File: src/rtl/riscv_pkg.sv
// Shared RV32 execute-stage definitions.
// Contents: bit positions in the 11-bit ALU control word
//   {add,branch,shift,logical,mul,slt,jalr,logicalOrArith,funct3[2:0]},
//   RV32M funct3 encodings, and the mul/div unit state type.
package riscv_pkg;

  localparam int unsigned CTRL_ADD     = 10;
  localparam int unsigned CTRL_BRANCH  = 9;
  localparam int unsigned CTRL_SHIFT   = 8;
  localparam int unsigned CTRL_LOGICAL = 7;
  localparam int unsigned CTRL_MUL     = 6;
  localparam int unsigned CTRL_SLT     = 5;
  localparam int unsigned CTRL_JALR    = 4;
  localparam int unsigned CTRL_LOA     = 3;
  localparam int unsigned CTRL_F3_MSB  = 2;
  localparam int unsigned CTRL_F3_LSB  = 0;

  localparam logic [2:0] F3_MUL    = 3'b000;
  localparam logic [2:0] F3_MULH   = 3'b001;
  localparam logic [2:0] F3_MULHSU = 3'b010;
  localparam logic [2:0] F3_MULHU  = 3'b011;
  localparam logic [2:0] F3_DIV    = 3'b100;
  localparam logic [2:0] F3_DIVU   = 3'b101;
  localparam logic [2:0] F3_REM    = 3'b110;
  localparam logic [2:0] F3_REMU   = 3'b111;

  typedef enum logic [1:0] {IDLE, CALC, FIX, DONE} mdu_state_t;

endpackage

File: src/rtl/mdu_iter_core.sv
// Iterative multiply/divide datapath: one shift-add multiply step or one
// restoring-divide step per cycle on a 2*XLEN accumulator {acc_hi, acc_lo}.
// Ports:
//   clk, rst_n    clock, async active-low reset
//   load          capture mode/operands, clear acc_hi, acc_lo <= init_lo
//   step          perform one iteration
//   div_mode_in   1 = divide, 0 = multiply (captured on load)
//   init_lo       multiplier (mul) or dividend (div) magnitude
//   operand       multiplicand (mul) or divisor (div) magnitude
//   acc_hi/acc_lo mul: product high/low; div: remainder/quotient
module mdu_iter_core #(
  parameter int unsigned XLEN = 32
) (
  input  logic            clk,
  input  logic            rst_n,
  input  logic            load,
  input  logic            step,
  input  logic            div_mode_in,
  input  logic [XLEN-1:0] init_lo,
  input  logic [XLEN-1:0] operand,
  output logic [XLEN-1:0] acc_hi,
  output logic [XLEN-1:0] acc_lo
);

  logic            div_mode;
  logic [XLEN-1:0] opnd;
  logic [XLEN:0]   mul_sum;
  logic [XLEN:0]   div_shift;
  logic [XLEN:0]   div_diff;

  always_comb begin
    mul_sum   = {1'b0, acc_hi} + (acc_lo[0] ? {1'b0, opnd} : '0);
    // Partial remainder shifted left with the next dividend bit; the extra
    // top bit keeps the trial subtraction exact when acc_hi >= 2^(XLEN-1).
    div_shift = {acc_hi, acc_lo[XLEN-1]};
    div_diff  = div_shift - {1'b0, opnd};
  end

  always_ff @(posedge clk or negedge rst_n) begin
    if (!rst_n) begin
      div_mode <= 1'b0;
      opnd     <= '0;
      acc_hi   <= '0;
      acc_lo   <= '0;
    end else if (load) begin
      div_mode <= div_mode_in;
      opnd     <= operand;
      acc_hi   <= '0;
      acc_lo   <= init_lo;
    end else if (step) begin
      if (div_mode) begin
        if (!div_diff[XLEN]) begin
          acc_hi <= div_diff[XLEN-1:0];
          acc_lo <= {acc_lo[XLEN-2:0], 1'b1};
        end else begin
          acc_hi <= div_shift[XLEN-1:0];
          acc_lo <= {acc_lo[XLEN-2:0], 1'b0};
        end
      end else begin
        {acc_hi, acc_lo} <= {mul_sum, acc_lo[XLEN-1:1]};
      end
    end
  end

endmodule

File: src/rtl/mul_div_unit.sv
// Iterative RV32M multiply/divide execute unit.
// Magnitudes are computed at accept, iterated in mdu_iter_core for XLEN
// cycles, then sign-corrected in a single fixup cycle. Divide-by-zero and
// signed overflow complete immediately.
// Optional: define MUL_DIV_FAST_MUL_EN for a single-cycle multiplier.
// Ports:
//   clk, rst_n                  clock, async active-low reset
//   start_valid/start_ready     operation handshake (ready only in IDLE)
//   ctrl[10:0]                  ALU control word; ctrl[6] selects mul/div
//   op_a, op_b                  rs1 / rs2 values
//   flush                       abandon any operation, return to IDLE
//   result_valid/result_ready   result handshake, result held until taken
//   result                      rd value
//   busy                        unit not IDLE
module mul_div_unit
  import riscv_pkg::*;
#(
  parameter int unsigned XLEN = 32
) (
  input  logic            clk,
  input  logic            rst_n,
  input  logic            start_valid,
  output logic            start_ready,
  input  logic [10:0]     ctrl,
  input  logic [XLEN-1:0] op_a,
  input  logic [XLEN-1:0] op_b,
  input  logic            flush,
  output logic            result_valid,
  input  logic            result_ready,
  output logic [XLEN-1:0] result,
  output logic            busy
);

  localparam int unsigned CW = $clog2(XLEN) + 1;

  mdu_state_t      state;
  logic [2:0]      f3;
  logic            neg;
  logic [CW-1:0]   count;

  logic [2:0]      in_f3;
  logic            in_div, a_signed, b_signed, sa, sb, neg_in;
  logic [XLEN-1:0] mag_a, mag_b;
  logic            accept, special, go_iter;
  logic [XLEN-1:0] special_res;
  logic [XLEN-1:0] acc_hi, acc_lo;
  logic [XLEN-1:0] div_val, fix_res;
  logic            ctrl_unused;

  assign ctrl_unused = ^{ctrl[10:7], ctrl[5:3]};

  function automatic logic [XLEN-1:0] mul_pick(input logic [2*XLEN-1:0] mag,
                                               input logic neg_p,
                                               input logic [2:0] f);
    logic [2*XLEN-1:0] p;
    p = neg_p ? -mag : mag;
    return (f == F3_MUL) ? p[XLEN-1:0] : p[2*XLEN-1:XLEN];
  endfunction

  always_comb begin
    in_f3    = ctrl[CTRL_F3_MSB:CTRL_F3_LSB];
    in_div   = in_f3[2];
    a_signed = (in_f3 == F3_MUL) || (in_f3 == F3_MULH) || (in_f3 == F3_MULHSU) ||
               (in_f3 == F3_DIV) || (in_f3 == F3_REM);
    b_signed = (in_f3 == F3_MUL) || (in_f3 == F3_MULH) ||
               (in_f3 == F3_DIV) || (in_f3 == F3_REM);
    sa       = a_signed & op_a[XLEN-1];
    sb       = b_signed & op_b[XLEN-1];
    mag_a    = sa ? -op_a : op_a;
    mag_b    = sb ? -op_b : op_b;
    // Remainder follows the dividend; quotient and product follow sign parity.
    neg_in   = (in_f3 == F3_REM || in_f3 == F3_REMU) ? sa : (sa ^ sb);
    accept   = start_valid & start_ready & ctrl[CTRL_MUL] & ~flush;

    special     = 1'b0;
    special_res = '0;
    if (in_div && op_b == '0) begin
      special     = 1'b1;
      special_res = in_f3[1] ? op_a : '1;
    end else if ((in_f3 == F3_DIV || in_f3 == F3_REM) &&
                 op_a == {1'b1, {(XLEN-1){1'b0}}} && op_b == '1) begin
      special     = 1'b1;
      special_res = in_f3[1] ? '0 : op_a;
    end

`ifdef MUL_DIV_FAST_MUL_EN
    go_iter = accept & ~special & in_div;
`else
    go_iter = accept & ~special;
`endif

    div_val = f3[1] ? acc_hi : acc_lo;
    fix_res = f3[2] ? (neg ? -div_val : div_val)
                    : mul_pick({acc_hi, acc_lo}, neg, f3);
  end

`ifdef MUL_DIV_FAST_MUL_EN
  logic [2*XLEN-1:0] fast_prod;
  assign fast_prod = {{XLEN{1'b0}}, mag_a} * {{XLEN{1'b0}}, mag_b};
`endif

  mdu_iter_core #(.XLEN(XLEN)) u_core (
    .clk         (clk),
    .rst_n       (rst_n),
    .load        (go_iter),
    .step        (state == CALC && !flush),
    .div_mode_in (in_div),
    .init_lo     (in_div ? mag_a : mag_b),
    .operand     (in_div ? mag_b : mag_a),
    .acc_hi      (acc_hi),
    .acc_lo      (acc_lo)
  );

  always_ff @(posedge clk or negedge rst_n) begin
    if (!rst_n) begin
      state  <= IDLE;
      f3     <= '0;
      neg    <= 1'b0;
      count  <= '0;
      result <= '0;
    end else if (flush) begin
      state <= IDLE;
      count <= '0;
    end else begin
      case (state)
        IDLE: if (accept) begin
          f3    <= in_f3;
          neg   <= neg_in;
          count <= '0;
          if (special) begin
            result <= special_res;
            state  <= DONE;
          end
`ifdef MUL_DIV_FAST_MUL_EN
          else if (!in_div) begin
            result <= mul_pick(fast_prod, neg_in, in_f3);
            state  <= DONE;
          end
`endif
          else begin
            state <= CALC;
          end
        end
        CALC: begin
          if (count == CW'(XLEN - 1)) begin
            count <= '0;
            state <= FIX;
          end else begin
            count <= count + 1'b1;
          end
        end
        FIX: begin
          result <= fix_res;
          state  <= DONE;
        end
        DONE: if (result_ready) state <= IDLE;
        default: state <= IDLE;
      endcase
    end
  end

  assign start_ready  = (state == IDLE);
  assign busy         = (state != IDLE);
  assign result_valid = (state == DONE);

endmodule

File: config.mk
export PLATFORM = sky130hd
export DESIGN_NAME = mul_div_unit
export DESIGN_NICKNAME = d
export VERILOG_FILES = /design/src/rtl/riscv_pkg.sv /design/src/rtl/mdu_iter_core.sv /design/src/rtl/mul_div_unit.sv
export SDC_FILE = /design/constraint.sdc
export NUM_CORES = 1
export LEC_CHECK = 0
export BUFFER_PORTS_ARGS = -buffer_cell sky130_fd_sc_hd__buf_2
export CAP_MARGIN = 0
export CORE_MARGIN = 10
export CORE_UTILIZATION = 45
export DETAILED_ROUTE_END_ITERATION = 8
export PLACE_DENSITY = 0.68
export SYNTH_ARGS = -nofsm -noshare
export SYNTH_HDL_FRONTEND = slang
export SYNTH_SLANG_ARGS = --single-unit
File: constraint.sdc
create_clock -name clk -period 4.1 [get_ports clk]
set_input_delay 1.23 -clock clk [delete_from_list [all_inputs] [get_ports clk]]
set_output_delay 1.23 -clock clk [all_outputs]
set_load 0.1 [all_outputs]
==> results of run 1 <==
==> kinds of logic after synthesis <==
kind of cell             count (synthesis)
flip-flops                             141
XOR/XNOR                               196
buffers and inverters                  255
AND/OR/NAND/NOR                        693
AO/OA/AOI/OAI                          755
adder cells (fa/ha/maj)                 76
multiplexers                            88
==> state kept, by name, indices dropped and copies added, names as in the netlist <==
register / count
result: 32
neg: 1
u_core.opnd: 32
u_core.div_mode: 1
count: 6
f3: 3
u_core.acc_hi: 32
state: 2
u_core.acc_lo: 32
==> worst register-to-register path, stage by stage (launching register included) <==
cell and delay, ns:
dfrtp_1 0.40, inv_1 0.12, buf_12 0.18, nor2_1 0.07, ha_1 0.28, o21ai_0 0.15, a211oi_1 0.34, o21ai_1 0.24
a2111oi_4 0.44, buf_4 0.18, o211ai_1 0.20, o31ai_1 0.32, buf_4 0.17, a2111oi_0 0.09, or4_1 0.54, a31oi_1 0.15
==> worst max-delay path by stage <==
stage          slack, ns  cells past startpoint                    startpoint                             to
2_1_floorplan       0.20                     16             f3[1]$_DFFE_PN0P_         result[28]$_DFFE_PN0P_
3_3_place_gp        0.04                      9                      op_a[19]  u_core.acc_hi[31]$_DFFE_PN0P_
3_5_place_dp       -0.01                      9                      op_a[19]  u_core.acc_hi[31]$_DFFE_PN0P_
4_1_cts             0.11                     15  u_core.acc_lo[0]$_DFFE_PN0P_  u_core.acc_hi[31]$_DFFE_PN0P_
5_1_grt           -0.002                     15  u_core.acc_lo[0]$_DFFE_PN0P_  u_core.acc_hi[31]$_DFFE_PN0P_
6_report            0.15                     15  u_core.acc_lo[0]$_DFFE_PN0P_  u_core.acc_hi[31]$_DFFE_PN0P_
==> metal layers <==
metal / vias up / part of all wire, %
li1: 8135 / -
met1: 8232 / 43
met2: 879 / 43
met3: 141 / 9.9
met4: 2 / 4.5
met5: - / 0.020
==> power groups by stage <==
| stage | Combinational (mW) | Sequential (mW) | Clock, mW |
|---|---|---|---|
| 3_3_place_gp | 12.4 | 2.71 | 0 |
| 5_1_grt | 13.9 | 2.81 | 1.70 |
| 3_5_place_dp | 12.5 | 2.74 | 0 |
| 4_1_cts | 12.6 | 2.72 | 1.63 |
| 6_report | 12.8 | 2.74 | 1.62 |
| 2_1_floorplan | 8.20 | 3.42 | 0 |
==> area by class of cell <==
type,count,area (µm²)
diodes,1,2.50
clock buffers,17,425
clock inverters,15,165
fillers,3524,17000
inverters,73,274
multi-input cells,1808,11600
flip-flops and latches,141,3530
well taps,461,577
repair buffers,261,1830
==> cells in the mapped netlist, drive strengths merged, types with 42 or more instances <==
library cell,count
o21ai,260
nand2,222
a21oi,209
nor2,209
clkbuf,146
dfrtp,141
xnor2,100
xor2,96
ha,74
inv,73
mux2i,73
o211ai,62
nor3,42
==> what timing repair did <==
action / 4_1_cts / 5_1_grt
setup endpoints to repair: 0 / 1
gates resized for setup: 0 / 3
endpoints found under the hold margin: 0 / 0
buffers inserted: 0 / 0
==> summary.md, run 1 <==
| Metric | Value |
|---|---|
| Status | completed |
| Synth Area in Compound Gates | 28.7% |
| Drt first-iter violations | roughly 2100 |
| Worst skew pair latency | 0.47 ns |
| Share of cells above drive strength 1 | 15.2% |
| Worst-Margin Slew | roughly 1.2 ns |
| GRT Residual Overflow | 0 |
| GR peak layer | met2 |
| Worst Skew | 0.0226 ns |
| Top FF cell, synth | dfrtp_1 |
| Reg-to-reg endpoint | u_core.acc_hi[31]$_DFFE_PN0P_ |
| Maximum vdd drop | 0.836 mV |
| WL final | 63700 µm |
| Placed cell area | 0.0178 mm² |
| Worst setup path category | reg2reg |
| FP Rows | between 60 and 70 |
| R2r setup slk | 0.15 ns |
| H-tree level count | 4 |
| Post-DP HPWL | 50000 µm |
| Worst path max stage delay | 0.54 ns |
| Mux contribution to synthesized area | between 5 and 6% |
| Total die area | 0.0437 mm² |
| Vias in the first global route | 16380 |
| Cell taking the most area after synthesis | dfrtp_1 |
| Area grow syn2layout | 14.5% |
| Die width | roughly 210 µm |
| Setup slack after layout | approximately 0.15 ns |
| Worst Reg-to-Reg Cells | 15 |
| Sequential Power Share | 16.0% |
| # port buffers | 107 |
| Tcrit/Tclk final | around 96% |
| WHS Path Cells | 2 |
| Synthesized instance count | 2204 |
| Tot Pwr | 17.2 mW |
| Drt drc | 0 |
| Worst Hold Path EP | result[7]$_DFFE_PN0P_ |
| Routed len/inst | 22.9 µm |
| Clock root buffer | clkbuf_16 |
| Post-synth EDFFs | 0 |
| Clock share of power | a little under a tenth |
| Worst-path clk slew | ~0.080 ns |
| Met2 global-route usage | 42.0% |
| Final non-filler cell area | 0.0184 mm² |
| Ys Warns | 0 |
| Min Hold Slack | 0.472 ns |
| Syn Nets | approximately 2400 |
| Sw frac | 56.2% |
| Total CTS buffers | 17 |
| DR pass1 iterations | 8 |
| Startpoint types | flop |
| Final critical-path required period | 3.95 ns |
| Slew HR | 22.7% |
| Clock Tree Buf Depth | 2 |
| Largest net degree at the start of global routing | 90 |
| Non-filler cells, final | approximately 2800 |
| Combinational fraction of design power | between 70% and 80% |
| FMAX | 253 MHz |
| Cell repeated most along the worst path | buf_4 |
| Share of synthesized cell area in full adder, half adder and majority cells | 6.00% |
| Vias | 17389 |
| GRT Resource Usage Total | ~28% |
| Power Internal | 7.52 mW |
| Synth Area in Simple Gates | around a fifth |
| Die height | between 200 and 250 µm |
| CP Data Arrival Time | 4.34 ns |
| Register area share after synthesis | 21.9% |
| First-pass GRT wire length | 97300 µm |
| Initial antenna violation count | 2 |
| CTS tree | built |
| Met3 Use GR | 6.23% |
| Mapped cell area | 0.0161 mm² |
| DP Cell Count | 2744 |
| Final Setup Violations | 0 |
| Most frequent cells in the layout | 254 x o21ai_0, 222 x nand2_1, 208 x nor2_1 |
| Leakage power | 7.93 nW |
| CTS Hold Bufs | 0 |
| Cell Pwr Density | 933 mW/mm² |
| Max-slew violation count | 0 |
| NumNets Final | 2458 |
| Max-Cap Viols | 0 |
| #FFs+latches synth | 141 |
| Async S/R FF share, synth | between 90% and 100% |
| CP Capture Type | flop |
| DR vias/cell | 6.26 |
| Crit path max-delay family | compound AO/OA/AOI/OAI gates |
| Top cells by area, synth | dfrtp_1 22%, o21ai_0 7.9%, a21oi_1 6.5% |
| Syn avg cell area | 7.30 µm² |
| Commonest non-fill, non-tap cell in the layout | o21ai_0 |
| Main combinational cell family by area after synthesis | compound AO/OA/AOI/OAI gates |
| WP buf/inv | 4 |
| Initial Util | 45.5% |
| GPL Wtd Cong | between 1 and 1.5 |
| Largest fanout on the critical path | 21 |
| Num ports | 115 |
| Net Sw Power | 9.67 mW |
| XOR/XNOR Fraction of Synth Area | a little over a tenth |
| Area share of the largest cell type after synthesis | between 20% and 30% |
| Final Hold Vio Count | 0 |
| Post-Place Setup Slack | -0.0139 ns |
| R2R Path Start | u_core.acc_lo[0]$_DFFE_PN0P_ |
| Worst Hold Class | reg2reg |
| Distinct cell type count after synthesis | 84 |
| Final Core Density | 52.1% |
| Core ar. | 0.0354 mm² |
| Worst-path cell chain | inv_1 > buf_12 > nor2_1 > ha_1 > o21ai_0 > a211oi_1 > o21ai_1 > a2111oi_4 > buf_4 > o211ai_1 > o31ai_1 > buf_4 > a2111oi_0 > or4_1 > a31oi_1 |
| TNS Setup | 0 ns |
| CP max-delay cell | or4_1 |
| Worst Path Required | 4.49 ns |
| CTS Sinks | 141 |
| Routed Antenna Nets | 0 |
| Min-delay src | result[7]$_DFFE_PN0P_ |
| Met1 Usage GRT | 38.5% |
Power figures use the tool's default switching activity.
==> inputs of run 2 (changes only) <==
--- a/config.mk
+++ b/config.mk
@@ -10,7 +10,8 @@
 export CORE_MARGIN = 10
 export CORE_UTILIZATION = 45
 export DETAILED_ROUTE_END_ITERATION = 8
-export PLACE_DENSITY = 0.68
+export PLACE_DENSITY = 0.65
+export SETUP_SLACK_MARGIN = 0.1
 export SYNTH_ARGS = -nofsm -noshare
 export SYNTH_HDL_FRONTEND = slang
 export SYNTH_SLANG_ARGS = --single-unit
==> constraint.sdc (replaced) <==
create_clock -name clk -period 4.5 [get_ports clk]
set_input_delay 1.35 -clock clk [delete_from_list [all_inputs] [get_ports clk]]
set_output_delay 1.35 -clock clk [all_outputs]
set_load 0.1 [all_outputs]
==> summary.md, run 2 (synthesized netlist as in run 1, its figures left out) <==
| Metric | Value |
|---|---|
| Routed Antenna Nets | 0 |
| FMAX | about 240 MHz |
| Max-Cap Viols | 0 |
| Power Internal | 6.69 mW |
| WL final | 64700 µm |
| Initial antenna violation count | 1 |
| Crit path max-delay family | compound AO/OA/AOI/OAI gates |
| Routed len/inst | approximately 24 µm |
| Clock Tree Buf Depth | 2 |
| Total CTS buffers | 17 |
| Sequential Power Share | 17.4% |
| Status | completed |
| Combinational fraction of design power | 73.1% |
| CTS Hold Bufs | 0 |
| Final Setup Violations | 0 |
| WP buf/inv | 2 |
| Fillcell total | approximately 3500 |
| FP Rows | 69 |
| Worst Hold Path EP | result[19]$_DFFE_PN0P_ |
| Largest net degree at the start of global routing | approximately 110 |
| RSZ-0062 raised after global routing | no |
| Worst path max stage delay | roughly 0.56 ns |
| GRT Resource Usage Total | 28.5% |
| Initial Util | 45.5% |
| CTS Sinks | ~140 |
| Most frequent cells in the layout | 255 x o21ai_0, 222 x nand2_1, 208 x nor2_1, 208 x a21oi_1, 138 x dfrtp_1 |
| Drt first-iter violations | around 2000 |
| Leakage power | 7.60 nW |
| GPL Wtd Cong | about 1.0 |
| Worst setup path category | reg2reg |
| Routed wire length on met2 | 28200 µm |
| R2r setup slk | slightly below 0.4 ns |
| Commonest non-fill, non-tap cell in the layout | o21ai_0 |
| Share of cells above drive strength 1 | 12.6% |
| Worst-path clk slew | 0.07 ns |
| Worst Hold Class | reg2reg |
| Largest fanout on the critical path | 6 |
| Maximum vdd drop | 0.747 mV |
| Post-DP HPWL | 50600 µm |
| TNS Setup | 0 ns |
| Vias in the first global route | 15949 |
| Critical path depth | 14 |
| Drt drc | 0 |
| Final critical-path required period | 4.11 ns |
| DRT met1 WL | 28500 µm |
| Area of the multi-input gates | 0.0116 mm² |
| H-tree level count | 4 |
| Worst Skew | 0.0166 ns |
| DR pass1 iterations | 6 |
| Area grow syn2layout | 11.0% |
| Final Hold Vio Count | 0 |
| Num ports | 115 |
| Die width | 209 µm |
| R2R Path Start | u_core.acc_lo[0]$_DFFE_PN0P_ |
| Clock share of power | 9.5% |
| Startpoint types | flop |
| CP max-delay cell | or4_1 |
| CP Data Arrival Time | 4.50 ns |
| Sw frac | 56.8% |
| Reg-to-reg endpoint | u_core.acc_hi[31]$_DFFE_PN0P_ |
| Slew HR | 28.2% |
| Cell Pwr Density | 868 mW/mm² |
| CTS tree | built |
| Post-CTS sizing | 0 |
| Met3 wire length | around 5600 µm |
| Vias | between 15000 and 20000 |
| Tot Pwr | 15.5 mW |
| NumNets Final | 2396 |
| Final non-filler cell area | between 0.015 and 0.02 mm² |
| Worst-Margin Slew | 1.08 ns |
| Total die area | 0.0437 mm² |
| Setup bufs post-CTS | 0 |
| First-pass GRT wire length | 97800 µm |
| DR vias/cell | 6.31 |
| Net Sw Power | between 8 and 9 mW |
| CP Capture Type | flop |
| Worst Path Required | 4.88 ns |
| Min Hold Slack | 0.470 ns |
| # port buffers | 107 |
| Placed cell area | roughly 0.017 mm² |
| Final Core Density | 50.5% |
| Die height | about 210 µm |
| WHS Path Cells | 1 |
| GRT Residual Overflow | 0 |
| Total area of sequential cells | 0.00353 mm² |
| Max-slew violation count | 0 |
| Uppermost layer routed | met4 |
| Worst skew pair latency | 0.46 ns |
| Min-delay src | result[19]$_DFFE_PN0P_ |
| Clock root buffer | clkbuf_16 |
| Core ar. | 0.0354 mm² |
| Worst-path cell chain | and2_1 > ha_1 > inv_1 > fa_1 > nand2b_1 > a21oi_1 > o21ai_0 > a2111oi_2 > buf_4 > o211ai_1 > o31ai_1 > a2111oi_0 > or4_1 > a31oi_1 |
| Worst Reg-to-Reg Cells | 14 |
| Tcrit/Tclk final | 91.4% |
-- run 2: cell count changes in the layout (fill, tap and decap cells not counted), sizes merged --
| cell | before | now |
|---|---|---|
| clkbuf | 17 | 22 |
| bufinv | 0 | 2 |
| inv | 82 | 75 |
| buf | 261 | 199 |
| clkinv | 3 | 2 |
| clkinvlp | 3 | 2 |
-- run 2: cell type report --
type,count,area share (%)
Sequential cell,141,19.8
Tap cell,461,3.23
Inverter,73,1.53
Multi-Input combinational cell,1808,65.0
Timing Repair Buffer,199,7.26
Clock buffer,22,2.60
Antenna cell,1,0.0140
Clock inverter,8,0.616
-- run 2: worst max-delay path by stage --
stage / start / slack, ns / to
after global routing: u_core.acc_lo[0]$_DFFE_PN0P_ / 0.19 / u_core.acc_hi[31]$_DFFE_PN0P_
after floorplan: f3[1]$_DFFE_PN0P_ / 0.60 / result[28]$_DFFE_PN0P_
after global placement: op_a[19] / 0.20 / result[0]$_DFFE_PN0P_
final: u_core.acc_lo[0]$_DFFE_PN0P_ / 0.39 / u_core.acc_hi[31]$_DFFE_PN0P_
after detailed placement: op_a[19] / 0.16 / result[17]$_DFFE_PN0P_
after CTS: u_core.acc_lo[0]$_DFFE_PN0P_ / 0.43 / u_core.acc_hi[31]$_DFFE_PN0P_
-- run 2: per-stage QoR --
stage	worst slack, ns	instances
3_3_place_gp	0.200	2682
3_5_place_dp	0.164	2682
6_report	0.388	2713
2_1_floorplan	0.603	2204
5_1_grt	0.192	2712
4_1_cts	0.431	2712
-- run 2: power groups by stage --
stage	Clock, mW	Sequential (mW)	Combinational (mW)
floorplan	0	3.11	7.47
detailed placement	0	2.69	11.1
global placement	0	2.66	11.0
global route	1.52	2.77	12.2
CTS	1.47	2.66	11.1
finish	1.47	2.70	11.3
-- run 2: worst reg2reg max path: stages (launching register included) --
cell and delay (ns):
dfrtp_1 0.52, and2_1 0.19, ha_1 0.18, inv_1 0.06
fa_1 0.38, nand2b_1 0.20, a21oi_1 0.24, o21ai_0 0.22
a2111oi_2 0.44, buf_4 0.20, o211ai_1 0.17, o31ai_1 0.38
a2111oi_0 0.18, or4_1 0.56, a31oi_1 0.16
-- run 2: per-layer routing --
| metal | vias up | track usage, % |
|---|---|---|
| met5 | - | 0 |
| met4 | 0 | 10.6 |
| met3 | 124 | 5.10 |
| met2 | 775 | 43.2 |
| met1 | 8209 | 39.3 |
| li1 | 8011 | - |
